--- config.mk ---
export PLATFORM = sky130hd
export DESIGN_NAME = mem_port_arbiter
export DESIGN_NICKNAME = d
export VERILOG_FILES = /design/src/rtl/mem_arb_pkg.sv /design/src/rtl/mem_arb_ret_pipe.sv /design/src/rtl/mem_port_arbiter.sv
export SDC_FILE = /design/constraint.sdc
export NUM_CORES = 1
export LEC_CHECK = 0
export ABC_AREA = 0
export BUFFER_PORTS_ARGS = -buffer_cell sky130_fd_sc_hd__buf_2
export CAP_MARGIN = 20
export CELL_PAD_IN_SITES_DETAIL_PLACEMENT = 2
export CELL_PAD_IN_SITES_GLOBAL_PLACEMENT = 2
export CORE_AREA = 2 2 217 219
export CTS_BUF_LIST = sky130_fd_sc_hd__clkbuf_8
export DETAILED_ROUTE_END_ITERATION = 6
export DIE_AREA = 0 0 219 221
export GPL_TIMING_DRIVEN = 0
export PLACE_DENSITY = 0.58
export SLEW_MARGIN = 20
export SYNTH_ARGS = -nofsm -noshare
export SYNTH_HDL_FRONTEND = slang
export SYNTH_HIERARCHICAL = 1
export SYNTH_SLANG_ARGS = --single-unit
--- constraint.sdc ---
create_clock -name clk -period 3.1 [get_ports clk]
set_input_delay 0.465 -clock clk [delete_from_list [all_inputs] [get_ports clk]]
set_output_delay 0.465 -clock clk [all_outputs]
set_load 0.02 [all_outputs]
--- src/rtl/mem_arb_pkg.sv ---
// Shared types for the memory port arbiter: FSM state, return source, and return tag.
package mem_arb_pkg;

    typedef enum logic {
        ARB    = 1'b0,
        LOCKED = 1'b1
    } arb_state_t;

    typedef enum logic {
        SRC_I = 1'b0,
        SRC_D = 1'b1
    } src_t;

    typedef struct packed {
        logic valid;
        src_t src;
    } ret_tag_t;

endpackage

--- src/rtl/mem_arb_ret_pipe.sv ---
// Two-stage return-tag shift register; stage 1 lines up with read data from memory.
module mem_arb_ret_pipe
    import mem_arb_pkg::*;
(
    input  logic     clk,
    input  logic     nrst,
    input  ret_tag_t tag_i,
    output ret_tag_t tag_o
);

    ret_tag_t stage0_q;
    ret_tag_t stage1_q;

    always_ff @(posedge clk or negedge nrst) begin
        if (!nrst) begin
            stage0_q <= '0;
            stage1_q <= '0;
        end else begin
            stage0_q <= tag_i;
            stage1_q <= stage0_q;
        end
    end

    assign tag_o = stage1_q;

endmodule

--- src/rtl/mem_port_arbiter.sv ---
// Arbitrates instruction-fetch and load/store requesters onto one memory command port,
// with starvation protection for fetch and a bounded D-side lock for atomic sequences.
module mem_port_arbiter
    import mem_arb_pkg::*;
#(
    parameter int unsigned ADDR_WIDTH   = 32,
    parameter int unsigned DATA_WIDTH   = 64,
    parameter int unsigned STARVE_LIMIT = 4,
    parameter int unsigned LOCK_MAX     = 16
) (
    input  logic                  clk,
    input  logic                  nrst,
    input  logic                  i_req,
    input  logic [ADDR_WIDTH-1:0] i_addr,
    output logic                  i_gnt,
    output logic                  i_rvalid,
    output logic [DATA_WIDTH-1:0] i_rdata,
    input  logic                  d_req,
    input  logic                  d_we,
    input  logic                  d_lock,
    input  logic [ADDR_WIDTH-1:0] d_addr,
    input  logic [DATA_WIDTH-1:0] d_wdata,
    input  logic [DATA_WIDTH-1:0] d_wmask,
    output logic                  d_gnt,
    output logic                  d_rvalid,
    output logic [DATA_WIDTH-1:0] d_rdata,
    output logic                  lock_err,
    output logic                  m_ncs,
    output logic                  m_nwe,
    output logic [ADDR_WIDTH-1:0] m_addr,
    output logic [DATA_WIDTH-1:0] m_wdata,
    output logic [DATA_WIDTH-1:0] m_wmask,
    input  logic [DATA_WIDTH-1:0] m_rdata
);

    localparam int unsigned STARVE_W = (STARVE_LIMIT < 1) ? 1 : $clog2(STARVE_LIMIT + 1);
    localparam int unsigned LOCK_W   = (LOCK_MAX < 1) ? 1 : $clog2(LOCK_MAX + 1);

    arb_state_t            state_q, state_d;
    logic [STARVE_W-1:0]   starve_q, starve_d;
    logic [LOCK_W-1:0]     lock_cnt_q, lock_cnt_d;
    logic                  lock_err_q, lock_err_d;
    logic                  m_ncs_q, m_ncs_d;
    logic                  m_nwe_q, m_nwe_d;
    logic [ADDR_WIDTH-1:0] m_addr_q, m_addr_d;
    logic [DATA_WIDTH-1:0] m_wdata_q, m_wdata_d;
    logic [DATA_WIDTH-1:0] m_wmask_q, m_wmask_d;
    ret_tag_t              tag_d, tag_ret;
    logic                  i_prio, lock_exit, lock_timeout;

    assign i_prio       = (starve_q == STARVE_W'(STARVE_LIMIT));
    assign lock_exit    = (state_q == LOCKED) && d_gnt && !d_lock;
    // LOCKED may last at most LOCK_MAX cycles; a real exit in the last cycle wins
    assign lock_timeout = (state_q == LOCKED) && !lock_exit
                          && ((lock_cnt_q + LOCK_W'(1)) == LOCK_W'(LOCK_MAX));

    always_ff @(posedge clk or negedge nrst) begin
        if (!nrst) state_q <= ARB;
        else       state_q <= state_d;
    end

    always_comb begin
        state_d = state_q;
        unique case (state_q)
            ARB:     if (d_gnt && d_lock) state_d = LOCKED;
            LOCKED:  if (lock_exit || lock_timeout) state_d = ARB;
            default: state_d = ARB;
        endcase
    end

    // Grants are combinational accepts for the current cycle
    always_comb begin
        i_gnt = 1'b0;
        d_gnt = 1'b0;
        unique case (state_q)
            ARB: begin
                i_gnt = i_req && (!d_req || i_prio);
                d_gnt = d_req && !(i_req && i_prio);
            end
            LOCKED:  d_gnt = d_req;
            default: ;
        endcase
    end

    always_comb begin
        starve_d = starve_q;
        if (state_q == ARB) begin
            if (i_gnt || !i_req) starve_d = '0;
            else if (!i_prio)    starve_d = starve_q + STARVE_W'(1);
        end

        lock_cnt_d = lock_cnt_q;
        if (state_q == ARB && d_gnt && d_lock) lock_cnt_d = '0;
        else if (state_q == LOCKED)            lock_cnt_d = lock_cnt_q + LOCK_W'(1);

        lock_err_d = lock_timeout;

        m_ncs_d   = 1'b1;
        m_nwe_d   = 1'b1;
        m_addr_d  = m_addr_q;
        m_wdata_d = m_wdata_q;
        m_wmask_d = m_wmask_q;
        tag_d     = '0;
        if (d_gnt) begin
            m_ncs_d   = 1'b0;
            m_nwe_d   = !d_we;
            m_addr_d  = d_addr;
            m_wdata_d = d_wdata;
            m_wmask_d = d_wmask;
            tag_d.valid = !d_we;
            tag_d.src   = SRC_D;
        end else if (i_gnt) begin
            m_ncs_d   = 1'b0;
            m_addr_d  = i_addr;
            m_wdata_d = '0;
            m_wmask_d = '0;
            tag_d.valid = 1'b1;
            tag_d.src   = SRC_I;
        end
    end

    always_ff @(posedge clk or negedge nrst) begin
        if (!nrst) begin
            starve_q   <= '0;
            lock_cnt_q <= '0;
            lock_err_q <= 1'b0;
            m_ncs_q    <= 1'b1;
            m_nwe_q    <= 1'b1;
            m_addr_q   <= '0;
            m_wdata_q  <= '0;
            m_wmask_q  <= '0;
        end else begin
            starve_q   <= starve_d;
            lock_cnt_q <= lock_cnt_d;
            lock_err_q <= lock_err_d;
            m_ncs_q    <= m_ncs_d;
            m_nwe_q    <= m_nwe_d;
            m_addr_q   <= m_addr_d;
            m_wdata_q  <= m_wdata_d;
            m_wmask_q  <= m_wmask_d;
        end
    end

    mem_arb_ret_pipe u_ret_pipe (
        .clk   (clk),
        .nrst  (nrst),
        .tag_i (tag_d),
        .tag_o (tag_ret)
    );

    assign i_rvalid = tag_ret.valid && (tag_ret.src == SRC_I);
    assign d_rvalid = tag_ret.valid && (tag_ret.src == SRC_D);
    assign i_rdata  = m_rdata;
    assign d_rdata  = m_rdata;
    assign lock_err = lock_err_q;
    assign m_ncs    = m_ncs_q;
    assign m_nwe    = m_nwe_q;
    assign m_addr   = m_addr_q;
    assign m_wdata  = m_wdata_q;
    assign m_wmask  = m_wmask_q;

endmodule

==> flow_metrics.env <==
export IMPL_drt_total_wl_mm=32.3
export IMPL_worst_path_max_delay_cell="dfrtp_1"
export IMPL_cap_violations=0
export IMPL_cts_tree="built"
export IMPL_grt_pass1_wl_mm=48.1
export IMPL_final_hold_viol_count=0
export IMPL_numCtsBuffers=17
export IMPL_cts_root_buffer="clkbuf_8"
export IMPL_post_cts_resized=0
export IMPL_num_rows=79
export IMPL_vdd_ir_drop_max_uv=194
export IMPL_ys_seq_area_share_pct=58.7
export IMPL_start_util_pct=16.3
export IMPL_final_cell_area_um2=11200
export IMPL_fin_crit_ps=2780
export IMPL_drv_slew=0
export IMPL_grt_pass1_vias=7622
export IMPL_rsz0062_at_grt="false"
export IMPL_seqPwrFrac_pct=44.7
export IMPL_netlist_cell_type_count=31
export IMPL_clk_latency_ps=540
export IMPL_drc=0
export IMPL_grt_overflow_total=0
export IMPL_die_h_um=221
export IMPL_finClkSkew_ps=14.2
export IMPL_synth_cells=621
export IMPL_postRouteAntennaNets=0
export IMPL_worst_setup_path_start_kind="flop"
export IMPL_worstPathRequired_ps=2630
export IMPL_drive_gt1_share_pct=60.4
export IMPL_powerDensity_nw_per_um2=538
export IMPL_io_pins=557
export IMPL_syn_avg_cell_area_um2=12.1
export IMPL_netSwitchingPower_mw=2.05
export IMPL_slew_headroom_pct=59.4
export IMPL_hold_path_depth=2
export IMPL_ff2ff_path_depth=8
export IMPL_vias=6857
export IMPL_fp_coreArea_um2=46100
export IMPL_finalCritPeriodShare_pct=89.5
export IMPL_drtPass1Iterations=4
export IMPL_clock_path_buffers=2
export IMPL_clkPwrFrac_pct=28.9
export IMPL_nets=1402
export IMPL_track_usage_pct=13.3
export IMPL_hpwl_mm=26.1
export IMPL_via_per_inst=3.90
export IMPL_power_frac_comb_pct=26.5
export IMPL_die_area_um2=48400
export IMPL_h_tree_depth=4
export IMPL_initialDrtViolationCount=228
export IMPL_synth_ff_latch_count=176
export IMPL_critical_path_cell_chain="inv_1 > ha_1 > nand2_1 > a21o_1 > buf_2 > inv_1 > buf_2"
export IMPL_worst_ep_arrival_time_ps=2310
export IMPL_p_int_mw=3.99
export IMPL_place_congestion=0.786
export IMPL_min_path_type="input port to flop"
export IMPL_clock_sinks=176
export IMPL_cpPeakStageDelay_ps=410
export IMPL_max_freq_mhz=360
export IMPL_worst_setup_path_end_kind="output pin"
export IMPL_syn_num_nets=887
export IMPL_die_width_um=219
export IMPL_tns_ps=0
export IMPL_syn_to_final_growth_pct=49.6
export IMPL_setup_viol=0
export IMPL_antenna_found_initial=8
export IMPL_dpl_instance_area_um2=10800
export IMPL_syn_area_um2=7510
export IMPL_wl_per_cell_um=18.4
export IMPL_p_sw_share_pct=34.0
export IMPL_power_leakage_nw=5.96
export IMPL_worst_slew_pin_slew_ps=609
export IMPL_status="finished clean"
export IMPL_io_buffers=492
export IMPL_cts_setup_buffers=0
export IMPL_yosys_warnings=6
export IMPL_hold_ws_ps=139
export IMPL_crit_fanout=10
export IMPL_critical_path_class="flop to output pin"
export IMPL_clk_pin_slew_worst_paths_ps=100
export IMPL_grt_max_degree=90
-- flip-flops by register name, summed over array words and instances, names as in the netlist --
name and flops:
state_q 1, lock_cnt_q 5, m_addr 32, u_ret_pipe/tag_o 2
m_ncs 1, lock_err 1, m_wdata 64, m_wmask 64
starve_q 3, m_nwe 1, u_ret_pipe/stage0_q 2
-- placed cells by master (no fill, tap or decap), types with 2 or more instances in the layout --
cell type      Yosys  routed
buf_2             19     510
dfrtp_1          174     174
buf_4            140     140
a22o_1           132     132
nor2_1            66      66
o22ai_1           32      32
clkbuf_8           0      17
nand2_1            7       7
clkbuf_1           7       7
inv_1              6       6
nand3_1            4       4
o21ai_0            4       4
ha_1               4       4
inv_6              0       4
clkinvlp_4         0       3
bufinv_16          0       3
clkinv_2           0       3
nand2_2            2       2
inv_2              2       2
a21o_1             2       2
xor2_1             2       2
xnor2_1            2       2
a21oi_1            2       2
dlygate4sd3_1      0       2
buf_16             0       2
dfstp_2            2       2
-- critical path: cells and delay by family (launching register included) --
| family | cells | cell delay, ps |
|---|---|---|
| AOI/OAI and AO/OA | 1 | 340 |
| adders and majority gates | 1 | 250 |
| buffers and inverters | 4 | 640 |
| DFF | 1 | 410 |
| and+or+nand+nor | 1 | 130 |
-- metal layers --
metal / wire [um] / vias to the layer above / track usage [%]
met2: 16000 / 329 / 22.9
met5: 98 / - / 0
met4: 507 / 14 / 4.58
met1: 12300 / 3366 / 14.6
li1: - / 3111 / -
met3: 3350 / 37 / 5.87
-- cell usage after synthesis --
cell type | n | area (um^2)
buf_2 | 19 | 95.1
a21oi_2 | 1 | 8.76
a21oi_1 | 2 | 10.0
dfstp_2 | 2 | 52.6
mux2_2 | 1 | 11.3
nand4b_4 | 1 | 23.8
nor2b_1 | 1 | 6.26
nor2_1 | 66 | 248
buf_4 | 140 | 1050
inv_2 | 2 | 7.51
a21o_1 | 2 | 15.0
nand3_1 | 4 | 20.0
and3_1 | 1 | 6.26
xnor2_1 | 2 | 17.5
ha_1 | 4 | 50.1
dfrtp_1 | 174 | 4350
nand4_1 | 1 | 6.26
and2_1 | 1 | 6.26
nand2_2 | 2 | 12.5
nor3b_1 | 1 | 7.51
nor4b_1 | 1 | 8.76
xor2_1 | 2 | 17.5
o21ai_0 | 4 | 20.0
nand2_1 | 7 | 26.3
o2bb2ai_1 | 1 | 8.76
o221ai_1 | 1 | 8.76
inv_1 | 6 | 22.5
a22o_1 | 132 | 1160
clkbuf_1 | 7 | 26.3
nand2b_1 | 1 | 6.26
o22ai_1 | 32 | 200
-- logic make-up after synthesis --
family	count (synthesis)	synth area share (%)
AO/OA/AOI/OAI	175	19.0
XOR/XNOR	4	0.467
adder cells (fa/ha/maj)	4	0.666
buffers and inverters	174	16.0
flip-flops	176	58.7
multiplexers	1	0.150
AND/OR/NAND/NOR	87	5.03
-- power groups by stage --
stage	combinational, mW	sequential, mW	clock [mW]
finish	1.60	2.70	1.75
detailed placement	1.63	2.74	0
CTS	1.64	2.70	1.87
floorplan	0.647	3.00	0
global route	1.74	2.74	1.93
global placement	1.60	2.73	0
-- layout make-up --
class,count,area (um^2)
Tap cell,607,759
Clock inverter,15,183
Clock buffer,17,234
Multi-Input combinational cell,271,1900
Fill cell,5285,34800
Buffer,166,1170
Inverter,8,30.0
Timing Repair Buffer,496,2550
Sequential cell,176,4410
Antenna cell,1,2.50
-- final timing paths --
kind | endpoint | startpoint | slack [ps]
setup / recovery | i_gnt | starve_q[0] | 320
hold / removal | m_wdata[17] | d_wdata[17] | 140
setup reg to reg | m_wmask[20] | starve_q[0] | 1120
hold reg to reg | u_ret_pipe/tag_o[1] | u_ret_pipe/stage0_q[1] | 360
max in group asynchronous | m_wmask[47] | nrst | 2000
min in group asynchronous | u_ret_pipe/tag_o[0] | nrst | 340
-- timing repair --
action / CTS / global route
hold buffers: 2 / 0
endpoints found under the setup margin: 0 / 0
hold endpoints to repair: 37 / 0
-- metrics by stage --
step,worst slack (ps),power (mW),instances,utilization [%]
after global routing,85.7,6.41,1756,24.4
after detailed placement,849,4.37,1722,23.4
final,324,6.04,1757,24.4
after floorplan,1350,3.65,621,-
after global placement,-1640,4.34,1720,23.3
after CTS,159,6.21,1756,24.4
No activity file was read; power rests on OpenSTA's default activity.
